[config.mk]
export PLATFORM = sky130hd
export DESIGN_NAME = multicycle_datapath
export DESIGN_NICKNAME = d
export VERILOG_FILES = /design/src/rtl/multicycle_datapath.sv
export SDC_FILE = /design/constraint.sdc
export NUM_CORES = 1
export LEC_CHECK = 0
export CORE_UTILIZATION = 40
export DETAILED_ROUTE_END_ITERATION = 8
export PLACE_DENSITY_LB_ADDON = 0.25
export REMOVE_ABC_BUFFERS = 1
export SLEW_MARGIN = 10
export SYNTH_ARGS = -nofsm -noshare
export SYNTH_HDL_FRONTEND = slang
export SYNTH_SLANG_ARGS = --single-unit
[constraint.sdc]
create_clock -name clk -period 5.98 [get_ports clk]
set_input_delay 0.897 -clock clk [delete_from_list [all_inputs] [get_ports clk]]
set_output_delay 0.897 -clock clk [all_outputs]
set_load 0.03 [all_outputs]
[src/rtl/multicycle_datapath.sv]
// Multi-cycle 16-bit-ISA datapath: FETCH/DECODE/EXEC/MEM/WB over req/ack memories.
// Optional DATAPATH_PERF_CNT_EN adds free-running cycle and retired-instruction counters.
module multicycle_datapath #(
    parameter int                DATA_W   = 16,
    parameter logic [DATA_W-1:0] RESET_PC = '0
) (
    input  logic              clk,
    input  logic              rst_n,
    input  logic              jump,
    input  logic              beq,
    input  logic              bne,
    input  logic              mem_read,
    input  logic              mem_write,
    input  logic              alu_src,
    input  logic              reg_dst,
    input  logic              mem_to_reg,
    input  logic              reg_write,
    input  logic [1:0]        alu_op,
    output logic [3:0]        opcode,
    output logic              imem_req,
    output logic [DATA_W-1:0] imem_addr,
    input  logic              imem_ack,
    input  logic [15:0]       imem_rdata,
    output logic              dmem_req,
    output logic              dmem_we,
    output logic [DATA_W-1:0] dmem_addr,
    output logic [DATA_W-1:0] dmem_wdata,
    input  logic              dmem_ack,
    input  logic [DATA_W-1:0] dmem_rdata,
    output logic              instr_done
`ifdef DATAPATH_PERF_CNT_EN
    ,
    output logic [31:0]       cycle_cnt,
    output logic [31:0]       retired_cnt
`endif
);

    typedef enum logic [2:0] {
        S_IDLE   = 3'd0,
        S_FETCH  = 3'd1,
        S_DECODE = 3'd2,
        S_EXEC   = 3'd3,
        S_MEM    = 3'd4,
        S_WB     = 3'd5
    } state_t;

    typedef struct packed {
        logic       jump;
        logic       beq;
        logic       bne;
        logic       mem_read;
        logic       mem_write;
        logic       alu_src;
        logic       reg_dst;
        logic       mem_to_reg;
        logic       reg_write;
        logic [1:0] alu_op;
    } ctrl_t;

    localparam logic [DATA_W-1:0] PC_INC = DATA_W'(2);

    state_t            state, state_nx;
    ctrl_t             ctrl;
    logic [DATA_W-1:0] pc, a_q, b_q, alu_out_q, mdr;
    logic [15:0]       ir;
    logic [DATA_W-1:0] regs [8];

    logic [2:0]        rs, rt, rd, wr_idx;
    logic [DATA_W-1:0] imm_ext, alu_b, alu_y, wb_data, br_pc, jmp_pc;
    logic              zero, br_taken;

    assign rs      = ir[11:9];
    assign rt      = ir[8:6];
    assign rd      = ir[5:3];
    assign imm_ext = {{(DATA_W-6){ir[5]}}, ir[5:0]};
    assign alu_b   = ctrl.alu_src ? imm_ext : b_q;
    assign zero    = (alu_y == '0);
    assign br_taken = (ctrl.beq && zero) || (ctrl.bne && !zero);
    // pc already points past the branch when EXEC runs
    assign br_pc   = pc + {imm_ext[DATA_W-2:0], 1'b0};
    assign jmp_pc  = {pc[DATA_W-1:13], ir[11:0], 1'b0};
    assign wr_idx  = ctrl.reg_dst ? rd : rt;
    assign wb_data = ctrl.mem_to_reg ? mdr : alu_out_q;

    always_comb begin
        alu_y = a_q + alu_b;
        unique case (ctrl.alu_op)
            2'b01: alu_y = a_q - alu_b;
            2'b10: begin
                unique case (ir[14:12])
                    3'b000: alu_y = a_q + alu_b;
                    3'b001: alu_y = a_q - alu_b;
                    3'b010: alu_y = ~a_q;
                    3'b011: alu_y = a_q << alu_b[3:0];
                    3'b100: alu_y = a_q >> alu_b[3:0];
                    3'b101: alu_y = a_q & alu_b;
                    3'b110: alu_y = a_q | alu_b;
                    3'b111: alu_y = {{(DATA_W-1){1'b0}}, ($signed(a_q) < $signed(alu_b))};
                    default: alu_y = a_q + alu_b;
                endcase
            end
            default: alu_y = a_q + alu_b;
        endcase
    end

    // state register
    always_ff @(posedge clk or negedge rst_n) begin
        if (!rst_n) state <= S_IDLE;
        else        state <= state_nx;
    end

    // next-state logic
    always_comb begin
        state_nx = state;
        unique case (state)
            S_IDLE:   state_nx = S_FETCH;
            S_FETCH:  if (imem_ack) state_nx = S_DECODE;
            S_DECODE: state_nx = S_EXEC;
            S_EXEC: begin
                if (ctrl.jump || ctrl.beq || ctrl.bne)      state_nx = S_FETCH;
                else if (ctrl.mem_read || ctrl.mem_write)   state_nx = S_MEM;
                else if (ctrl.reg_write)                    state_nx = S_WB;
                else                                        state_nx = S_FETCH;
            end
            S_MEM:    if (dmem_ack) state_nx = ctrl.mem_write ? S_FETCH : S_WB;
            S_WB:     state_nx = S_FETCH;
            default:  state_nx = S_IDLE;
        endcase
    end

    // outputs: requests depend on registered state only
    always_comb begin
        imem_req   = (state == S_FETCH);
        dmem_req   = (state == S_MEM);
        dmem_we    = (state == S_MEM) && ctrl.mem_write;
        instr_done = (state_nx == S_FETCH) &&
                     ((state == S_EXEC) || (state == S_MEM) || (state == S_WB));
    end

    assign opcode     = ir[15:12];
    assign imem_addr  = pc;
    assign dmem_addr  = alu_out_q;
    assign dmem_wdata = b_q;

    always_ff @(posedge clk or negedge rst_n) begin
        if (!rst_n) begin
            pc        <= RESET_PC;
            ir        <= '0;
            a_q       <= '0;
            b_q       <= '0;
            alu_out_q <= '0;
            mdr       <= '0;
            ctrl      <= '0;
        end else begin
            unique case (state)
                S_FETCH: begin
                    if (imem_ack) begin
                        ir <= imem_rdata;
                        pc <= pc + PC_INC;
                    end
                end
                S_DECODE: begin
                    a_q  <= regs[rs];
                    b_q  <= regs[rt];
                    ctrl <= {jump, beq, bne, mem_read, mem_write, alu_src,
                             reg_dst, mem_to_reg, reg_write, alu_op};
                end
                S_EXEC: begin
                    alu_out_q <= alu_y;
                    if (ctrl.jump)    pc <= jmp_pc;
                    else if (br_taken) pc <= br_pc;
                end
                S_MEM: begin
                    if (dmem_ack && !ctrl.mem_write) mdr <= dmem_rdata;
                end
                default: ;
            endcase
        end
    end

    // register file; reset clears all eight entries
    always_ff @(posedge clk or negedge rst_n) begin
        if (!rst_n) begin
            for (int i = 0; i < 8; i++) regs[i] <= '0;
        end else if (state == S_WB && ctrl.reg_write) begin
            regs[wr_idx] <= wb_data;
        end
    end

`ifdef DATAPATH_PERF_CNT_EN
    always_ff @(posedge clk or negedge rst_n) begin
        if (!rst_n) begin
            cycle_cnt   <= '0;
            retired_cnt <= '0;
        end else begin
            cycle_cnt <= cycle_cnt + 32'd1;
            if (instr_done) retired_cnt <= retired_cnt + 32'd1;
        end
    end
`endif

endmodule

==> impl_metrics.toml, run 1 <==
[sta]
slew_headroom_pct = 28.3
max_freq_mhz = 175
hold_viol_final = 0
finalCritPeriodShare_pct = 95.6
finalMaxSlewViolations = 0
worstMarginPinSlew_ps = 1070
rsz0062_at_grt = "no"
post-route-min-period_ps = 5720
skew_ps = 12.9
setup_viol = 0

[routing]
ant_nets = 0
wl_per_cell_um = 24.7
drt_iter0_drc = 1213
via_count = 14900
drc = 0
firstDrtPassIters = 6
vias_per_cell = 6.15
wirelength_um = 60000

[floorplan]
coreArea_um2 = 40900
num_rows = 74
fp.dieW_um = 206
dieHeight_um = 206
ioPinCount = 103
initial_core_util_pct = 40.6
die_area_um2 = 42400

[placed_design]
dp_cells = 2378
gp_congestion = 1.01
io_buffers = 101
dp_hpwl_um = 42400

[global_routing]
track_usage_pct = 28.3
grt_overflow = 0
antenna_found_initial = 1
grt_pass1_wl_um = 90200
grt_max_degree = 122
grt_pass1_vias = 14200

[logic_synthesis]
synth_area_um2 = 16600
synth.area.top_cells = "dfrtp_1 36%, mux4_2 9.3%, a21oi_1 5.9%"
synth-async-reset-ratio_pct = 100
syn_avg_cell_area_um2 = 9.10
synthCells = 1826
synth_flop_cell = "dfrtp_1"
netlist-cell-type-count = 81
synth_top_family_by_area = "compound AO/OA/AOI/OAI gates"
synth_fa_ha_area_share_pct = 5.33
synth-xor-area-share_pct = 1.58
yosys.area.top_type = "dfrtp_1"
synthMuxAreaShare_pct = 17.4
synth.yosys.warnings = 0
ys_seq_area_share_pct = 35.7
yosys.area_share.simple_pct = 14.7
synth_seq_cells = 237
synth_compound_area_share_pct = 20.3
synth_edf_count = 0
synthDominantCellAreaShare_pct = 35.7

[layout]
final_common_cell = "dfrtp_1"
antenna_cells = 0
finalNonFillerCells = 2426
nets = 1992
final_cell_mix = "235 x dfrtp_1, 195 x a21oi_1, 195 x nand2_1, 189 x nor2_1, 127 x o21ai_0"
fin_util_pct = 46.7
layout-drive-gt1-share_pct = 12.2
area_growth_pct = 14.9

[cts]
tritoncts = "yes"
clkSinkCount = 237
cts_resized = 1
insertion_delay_ps = 560
cts_hold_buf = 0
path_clk_slew_ps = 60
htreeDepth = 1
root_buffer = "clkbuf_16"
cts_setup_buffers = 0
cts_buffers = 28
clk_path_buf_depth = 3

[hold_path]
min_path_type = "in2async"

[worst_setup_path]
crit_arrival_ps = 6160
critPathKind = "reg2reg"
crit_path_end_kind = "flop"
start_kind = "flop"
crit_fanout = 12
required_ps = 6420

[flow_run]
cap_violations = 0

[outcome]
status = "finished, final reports clean"
-- cell families after synthesis --
kind of cell | count (synthesis)
and+or+nand+nor | 551
AOI/OAI and AO/OA | 540
adders and majority gates | 69
muxes | 197
buffers and inverters | 201
DFF | 237
other | 1
xor gates and xnor gates | 30
-- area by class of cell --
cell class | count | area (um^2)
Clock inverter | 8 | 78.8
Fill cell | 3937 | 21800
Multi-Input combinational cell | 1388 | 9930
Sequential cell | 237 | 5930
Inverter | 66 | 248
Timing Repair Buffer | 155 | 1430
Clock buffer | 40 | 807
Tap cell | 532 | 666
-- Yosys cell counts, drive strengths merged, types with 16 or more instances --
master,n
inv,65
nor2,191
xnor2,16
nand2b,18
ha,66
mux4,69
mux2i,98
clkbuf,97
nor3,35
o21ai,129
nand2,196
a31oi,27
buf,38
nor2b,19
dfrtp,237
a21oi,195
nand3,23
o22ai,19
mux2,30
-- metrics by stage --
| step | setup slack [ps] | cell area, um^2 | TNS [ps] | hold WS [ps] |
|---|---|---|---|---|
| after floorplan | -545 | 16000 | -4920 | 461 |
| after global placement | 151 | 18200 | 0 | 463 |
| after detailed placement | -2.25 | 18200 | -3.03 | 466 |
| after CTS | 117 | 19100 | 0 | 481 |
| after global routing | 37.0 | 19100 | 0 | 504 |
| final | 260 | 19100 | 0 | 424 |
-- sequential cells by signal, indices dropped and copies added (netlist names) --
name and count:
regs 128, a_q 16, dmem_addr 16, dmem_wdata 16
ir 16, mdr 16, imem_addr 15, ctrl 11
state 3
-- worst max-delay path, stage by stage (launching register included) --
cell	delay (ps)
dfrtp_1	610
inv_1	120
nor2_1	220
buf_4	240
a21oi_1	100
ha_1	570
o21ai_0	340
o311ai_1	710
a31oi_1	210
a2111oi_0	600
o32ai_1	260
nor4_4	360
buf_4	200
mux2i_1	250
o211ai_2	340
a221o_1	460
-- path summary, 6_finish.rpt --
path	startpoint	end	slack (ps)	cells after the start
min in group clk	ir[15]	ir[15]	480	2
hold reg to reg	ir[15]	ir[15]	480	2
max in group asynchronous	rst_n	ir[6]	4350	2
setup / recovery	ctrl[5]	imem_addr[3]	260	15
hold / removal	rst_n	regs[92]	420	1
setup reg to reg	ctrl[5]	imem_addr[3]	260	15
-- routing by layer --
layer / global-route usage, % / part of all wire [%]
met1: 40.6 / 45
met2: 43.3 / 45
met3: 4.45 / 7.0
met4: 9.82 / 3.7
met5: 0 / 0
Power of run 1 is not shown: default switching activity piles up to over one toggle a cycle in this logic, so the estimate is an artifact.
==> run 2: changes to the inputs <==
--- a/config.mk
+++ b/config.mk
@@ -5,10 +5,12 @@
 export SDC_FILE = /design/constraint.sdc
 export NUM_CORES = 1
 export LEC_CHECK = 0
+export ABC_AREA = 1
 export CORE_UTILIZATION = 40
 export DETAILED_ROUTE_END_ITERATION = 8
 export PLACE_DENSITY_LB_ADDON = 0.25
 export REMOVE_ABC_BUFFERS = 1
+export SETUP_SLACK_MARGIN = 0.15
 export SLEW_MARGIN = 10
 export SYNTH_ARGS = -nofsm -noshare
 export SYNTH_HDL_FRONTEND = slang
==> impl_metrics.toml, run 2 <==
[outcome]
status = "finished, final reports clean"

[cts]
insertion_delay_ps = 590
cts_buffers = 27
clkSinkCount = 237
tritoncts = "yes"
htreeDepth = 1
path_clk_slew_ps = 70
cts_resized = 0
cts_setup_buffers = 0
root_buffer = "clkbuf_16"
clk_path_buf_depth = 3
cts_hold_buf = 0

[routing]
ant_nets = 0
wirelength_um = 63600
drt_iter0_drc = 1918
vias_per_cell = 5.79
wl_per_cell_um = 21.6
drc = 0
via_count = 17000
firstDrtPassIters = 8

[layout]
fin_area_um2 = 19000
nets = 2501
top_register = "regs"
layout-drive-gt1-share_pct = 6.53
final_cell_mix = "556 x nand2_1, 383 x o21ai_0, 238 x nand3_1, 235 x dfrtp_1, 186 x inv_1"
final_common_cell = "nand2_1"
finalNonFillerCells = 2938
largest_reg_flops = 128
antenna_cells = 0
area_growth_pct = 13.0

[pwr]
power_density_nw_per_um2 = 654
ir_worst_vdd_v = 0.000287
p_leak_nw = 8.90

[floorplan]
dieHeight_um = 207
initial_core_util_pct = 40.9
die_area_um2 = 43000
coreArea_um2 = 41200
ioPinCount = 103
num_rows = 74
fp.dieW_um = 207

[logic_synthesis]
ys_seq_area_share_pct = 35.2
synth_seq_cells = 237
synth-async-reset-ratio_pct = 100
synth.yosys.warnings = 0
synthCells = 2373
syn_avg_cell_area_um2 = 7.10
yosys-top-cells-count = "556 x nand2_1, 383 x o21ai_0, 238 x nand3_1"
synth_flop_cell = "dfrtp_1"
synthDominantCellAreaShare_pct = 35.2
synth.area.top_cells = "dfrtp_1 35%, nand2_1 12%, o21ai_0 11%"
yosysMostFrequentCell = "nand2_1"
netlist-cell-type-count = 49
synth_edf_count = 0
yosys.area.top_type = "dfrtp_1"
synth_area_um2 = 16900

[sta]
setup_slack_ps = 1240
hold_viol_final = 0
slew_headroom_pct = 12.0
finalCritPeriodShare_pct = 79.2
max_freq_mhz = 211
post-route-min-period_ps = 4740
fin_setup_tns_ps = 0
worstMarginPinSlew_ps = 1310
rsz0062_at_grt = "no"
setup_viol = 0
skew_ps = 43.0
finalMaxSlewViolations = 0

[global_routing]
grt_max_degree = 107
track_usage_pct = 29.2
antenna_found_initial = 3
grt_pass1_wl_um = 97300
grt_overflow = 0
grt_pass1_vias = 16000

[worst_setup_path]
crit_fanout = 27
max_stage_delay_ps = 770
critPathKind = "reg2reg"
cp_num_buf_inv = 2
crit_path_end_kind = "flop"
start_kind = "flop"
cpMaxStageDelayCell = "dfrtp_1"
crit_chain = "inv_2 > nand2_1 > nand2_2 > inv_2 > ha_1 > a21oi_1 > nand2_1 > nand2_1 > nand2_1 > nand3_1 > nand3_1 > nand3_1 > nand3_1 > nand2_1 > nand2_1 > nand2_1 > nor2_1 > nand3_1 > nand2_1 > nand3_2 > nand2_4 > nand2_1 > o21ai_2"
crit_family = "simple AND/OR/NAND/NOR gates"
crit_arrival_ps = 5210
required_ps = 6450
crit_top_cell = "nand2_1"

[placed_design]
pre_cts_ws_ps = 1400
dp_cells = 2888
io_buffers = 101
dp_hpwl_um = 44500
gp_congestion = 1.01
place_area_um2 = 18100

[flow_run]
cap_violations = 0

[hold_path]
min_path_type = "in2async"
## run 2: changes by cell type in the layout (fill, tap and decap cells not counted), moves of 18 or more
cell	delta
nand2_1	+361
mux4_2	-69
o221ai_1	+24
nand3_1	+215
a31oi_1	-22
a21oi_1	-52
nor2_1	-48
buf_4	-29
o21ai_0	+256
inv_1	+124
mux2i_1	-46
nand2b_1	-18
## run 2: path summary, 6_finish.rpt
check | endpoint | start | cells past startpoint | slack (ps)
setup / recovery | imem_addr[2] | ctrl[5] | 23 | 1240
hold / removal | dmem_wdata[2] | rst_n | 1 | 370
setup reg to reg | imem_addr[2] | ctrl[5] | 23 | 1240
hold reg to reg | regs[37] | regs[37] | 2 | 490
max in group asynchronous | regs[69] | rst_n | 2 | 4330
min in group clk | regs[37] | regs[37] | 2 | 490
## run 2: layer usage
metal / global-route usage [%] / wire (um) / vias to the layer above
li1: - / - / 8006
met1: 41.6 / 28700 / 8185
met2: 46.1 / 28400 / 688
met3: 2.90 / 4280 / 129
met4: 10.2 / 2220 / 0
met5: 0 / 0 / -
## run 2: cell type report
type / instances / area, um^2
Inverter: 204 / 766
Clock buffer: 37 / 793
Fill cell: 4187 / 22200
Multi-Input combinational cell: 1790 / 9500
Timing Repair Buffer: 125 / 1200
Tap cell: 532 / 666
Sequential cell: 237 / 5940
Clock inverter: 13 / 189
## run 2: stage by stage
| step | total power, W | hold slack [ps] | utilization (%) |
|---|---|---|---|
| after floorplan | 0.00769 | 453 | - |
| after global placement | 0.0104 | 468 | 43.8 |
| after detailed placement | 0.0104 | 473 | 43.8 |
| after CTS | 0.0123 | 400 | 46.2 |
| after global routing | 0.0134 | 439 | 46.2 |
| final | 0.0125 | 374 | 46.2 |
## run 2: where the power goes
group          total, W  leakage, nW  internal [W]  switching (W)
clock network   0.00184        0.483       0.00110       0.000735
logic           0.00800         5.25       0.00243        0.00557
registers       0.00262         3.16       0.00199       0.000631
total            0.0125         8.90       0.00552        0.00694
## run 2: kinds of logic after synthesis
kind of cell    share of synthesized area [%]
xor+xnor                                 1.25
fa+ha+maj                                5.26
buf+inv                                  8.53
simple gates                             26.0
flops                                    35.2
mux                                      3.99
other cells                            0.0223
compound gates                           19.7
## run 2: worst reg2reg max path: stages, from the launching register on
cell and delay [ps]:
dfrtp_1 770, inv_2 340, nand2_1 170, nand2_2 330
inv_2 500, ha_1 320, a21oi_1 110, nand2_1 160
nand2_1 90, nand2_1 140, nand3_1 130, nand3_1 130
nand3_1 90, nand3_1 100, nand2_1 70, nand2_1 90
nand2_1 80, nor2_1 200, nand3_1 100, nand2_1 100
nand3_2 110, nand2_4 310, nand2_1 130, o21ai_2 70
Power figures use the tool's default switching activity.
==> run 3: changes to the inputs <==
==> constraint.sdc (replaced) <==
create_clock -name clk -period 4.23 [get_ports clk]
set_input_delay 0.6345 -clock clk [delete_from_list [all_inputs] [get_ports clk]]
set_output_delay 0.6345 -clock clk [all_outputs]
set_load 0.03 [all_outputs]
==> impl_metrics.toml, run 3 (synthesis gave the netlist of run 2 again) <==
[routing]
ant_nets = 0
vias_per_cell = 5.74
wirelength_um = 64000
wl_per_cell_um = 21.5
drc = 0
drt_iter0_drc = 1744
firstDrtPassIters = 6
via_count = 17100

[cts]
tritoncts = "yes"
cts_buffers = 29
htreeDepth = 1
root_buffer = "clkbuf_16"
clkSinkCount = 237
clk_path_buf_depth = 3
insertion_delay_ps = 580
path_clk_slew_ps = 70

[global_routing]
grt_pass1_vias = 16100
grt_max_degree = 97
grt_overflow = 0
track_usage_pct = 29.4
antenna_found_initial = 1
grt_pass1_wl_um = 97800

[worst_setup_path]
max_stage_delay_ps = 490
crit_chain = "nand2_1 > clkinvlp_4 > buf_12 > a21oi_1 > ha_1 > buf_4 > nand2_1 > nor2_1 > a21oi_1 > nand2_1 > nand2_1 > nand3_1 > nand3_1 > nand2_1 > nand2_1 > nand2_1 > nor2_1 > nand4_1 > nand3_1 > nand3_1 > nand2_1 > nand2_1"
crit_arrival_ps = 4330
crit_path_start = "ctrl[5]"
crit_top_cell = "nand2_1"
reg2reg_slack_ps = 360
crit_family = "simple AND/OR/NAND/NOR gates"
r2r_start = "ctrl[5]"
required_ps = 4690
cp_num_buf_inv = 3
start_kind = "flop"
crit_fanout = 10
cpMaxStageDelayCell = "dfrtp_2"
critPathKind = "reg2reg"
crit_path_end_kind = "flop"

[placed_design]
dp_hpwl_um = 45600
pre_cts_ws_ps = 102
io_buffers = 101
gp_congestion = 1.02
place_area_um2 = 18300

[sta]
setup_slack_ps = 357
finalCritPeriodShare_pct = 91.6
skew_ps = 23.4
setup_viol = 0
post-route-min-period_ps = 3870
max_freq_mhz = 258
rsz0062_at_grt = "no"
fin_setup_tns_ps = 0
holdWs_ps = 29.5
finalMaxSlewViolations = 0
slew_headroom_pct = 8.47
hold_viol_final = 0
worstMarginPinSlew_ps = 1370

[layout]
layout-drive-gt1-share_pct = 9.00
fin_util_pct = 47.2
largest_reg_flops = 128
area_growth_pct = 15.5
nets = 2538
antenna_cells = 0
fin_area_um2 = 19500
top_register = "regs"
final_common_cell = "nand2_1"
final_cell_mix = "555 x nand2_1, 381 x o21ai_0, 238 x nand3_1, 234 x dfrtp_1, 185 x inv_1"

[pwr]
power_density_nw_per_um2 = 936
p_leak_nw = 9.09
ir_worst_vdd_v = 0.000377

[flow_run]
cap_violations = 0

[outcome]
status = "finished, final reports clean"

[floorplan]
coreArea_um2 = 41200
die_area_um2 = 43000
num_rows = 74
initial_core_util_pct = 40.9
dieHeight_um = 207
fp.dieW_um = 207
ioPinCount = 103

[hold_path]
min_path_type = "in2async"
## run 3: cell types whose count changed in the layout (fill, tap and decap cells not counted), sizes merged
cell	previous run	this run
buf	25	59
bufinv	4	3
clkbuf	37	36
clkinv	12	15
clkinvlp	2	5
nand2	574	575
## run 3: routing by layer
metal  wire length (um)  vias up  global-route usage [%]  share of wire (%)
met5                 10        -                       0              0.016
met4               2350        2                    11.4                3.7
met3               4560      125                    4.13                7.1
met2              28600      712                    46.2                 45
met1              28500     8140                    40.9                 44
li1                   -     8095                       -                  -
## run 3: what timing repair did
item | 4_1_cts | 5_1_grt
cloned | 0 | 1
pin swaps | 0 | 1
buffers inserted | 0 | 4
setup endpoints to repair | 12 | 16
resized for setup | 2 | 28
hold buffers | 0 | 0
## run 3: path summary, 6_finish.rpt
| path | endpoint | cells after the start |
|---|---|---|
| worst max-delay path | imem_addr[15] | 22 |
| worst min-delay path | a_q[2] | 1 |
| worst max register to register | imem_addr[15] | 22 |
| worst min register to register | regs[11] | 2 |
| max in group asynchronous | regs[0] | 2 |
| min in group clk | regs[11] | 2 |
## run 3: final cells by class
type	count	area, um^2
inverters	204	774
flip-flops and latches	237	5940
fillers	4157	21700
well taps	532	666
repair buffers	159	1490
multi-input cells	1791	9590
clock inverters	18	190
clock buffers	36	822
## run 3: per-stage QoR
stage | total power [W] | std cells
6_report | 0.0182 | 2977
2_1_floorplan | 0.0109 | 2231
3_3_place_gp | 0.0151 | 2918
4_1_cts | 0.0179 | 2972
3_5_place_dp | 0.0151 | 2918
5_1_grt | 0.0196 | 2977
## run 3: power breakdown
| group | internal, W | total, W | switching (W) |
|---|---|---|---|
| logic | 0.00380 | 0.0119 | 0.00811 |
| registers | 0.00281 | 0.00368 | 0.000867 |
| clock network | 0.00156 | 0.00264 | 0.00108 |
| total | 0.00817 | 0.0182 | 0.0101 |
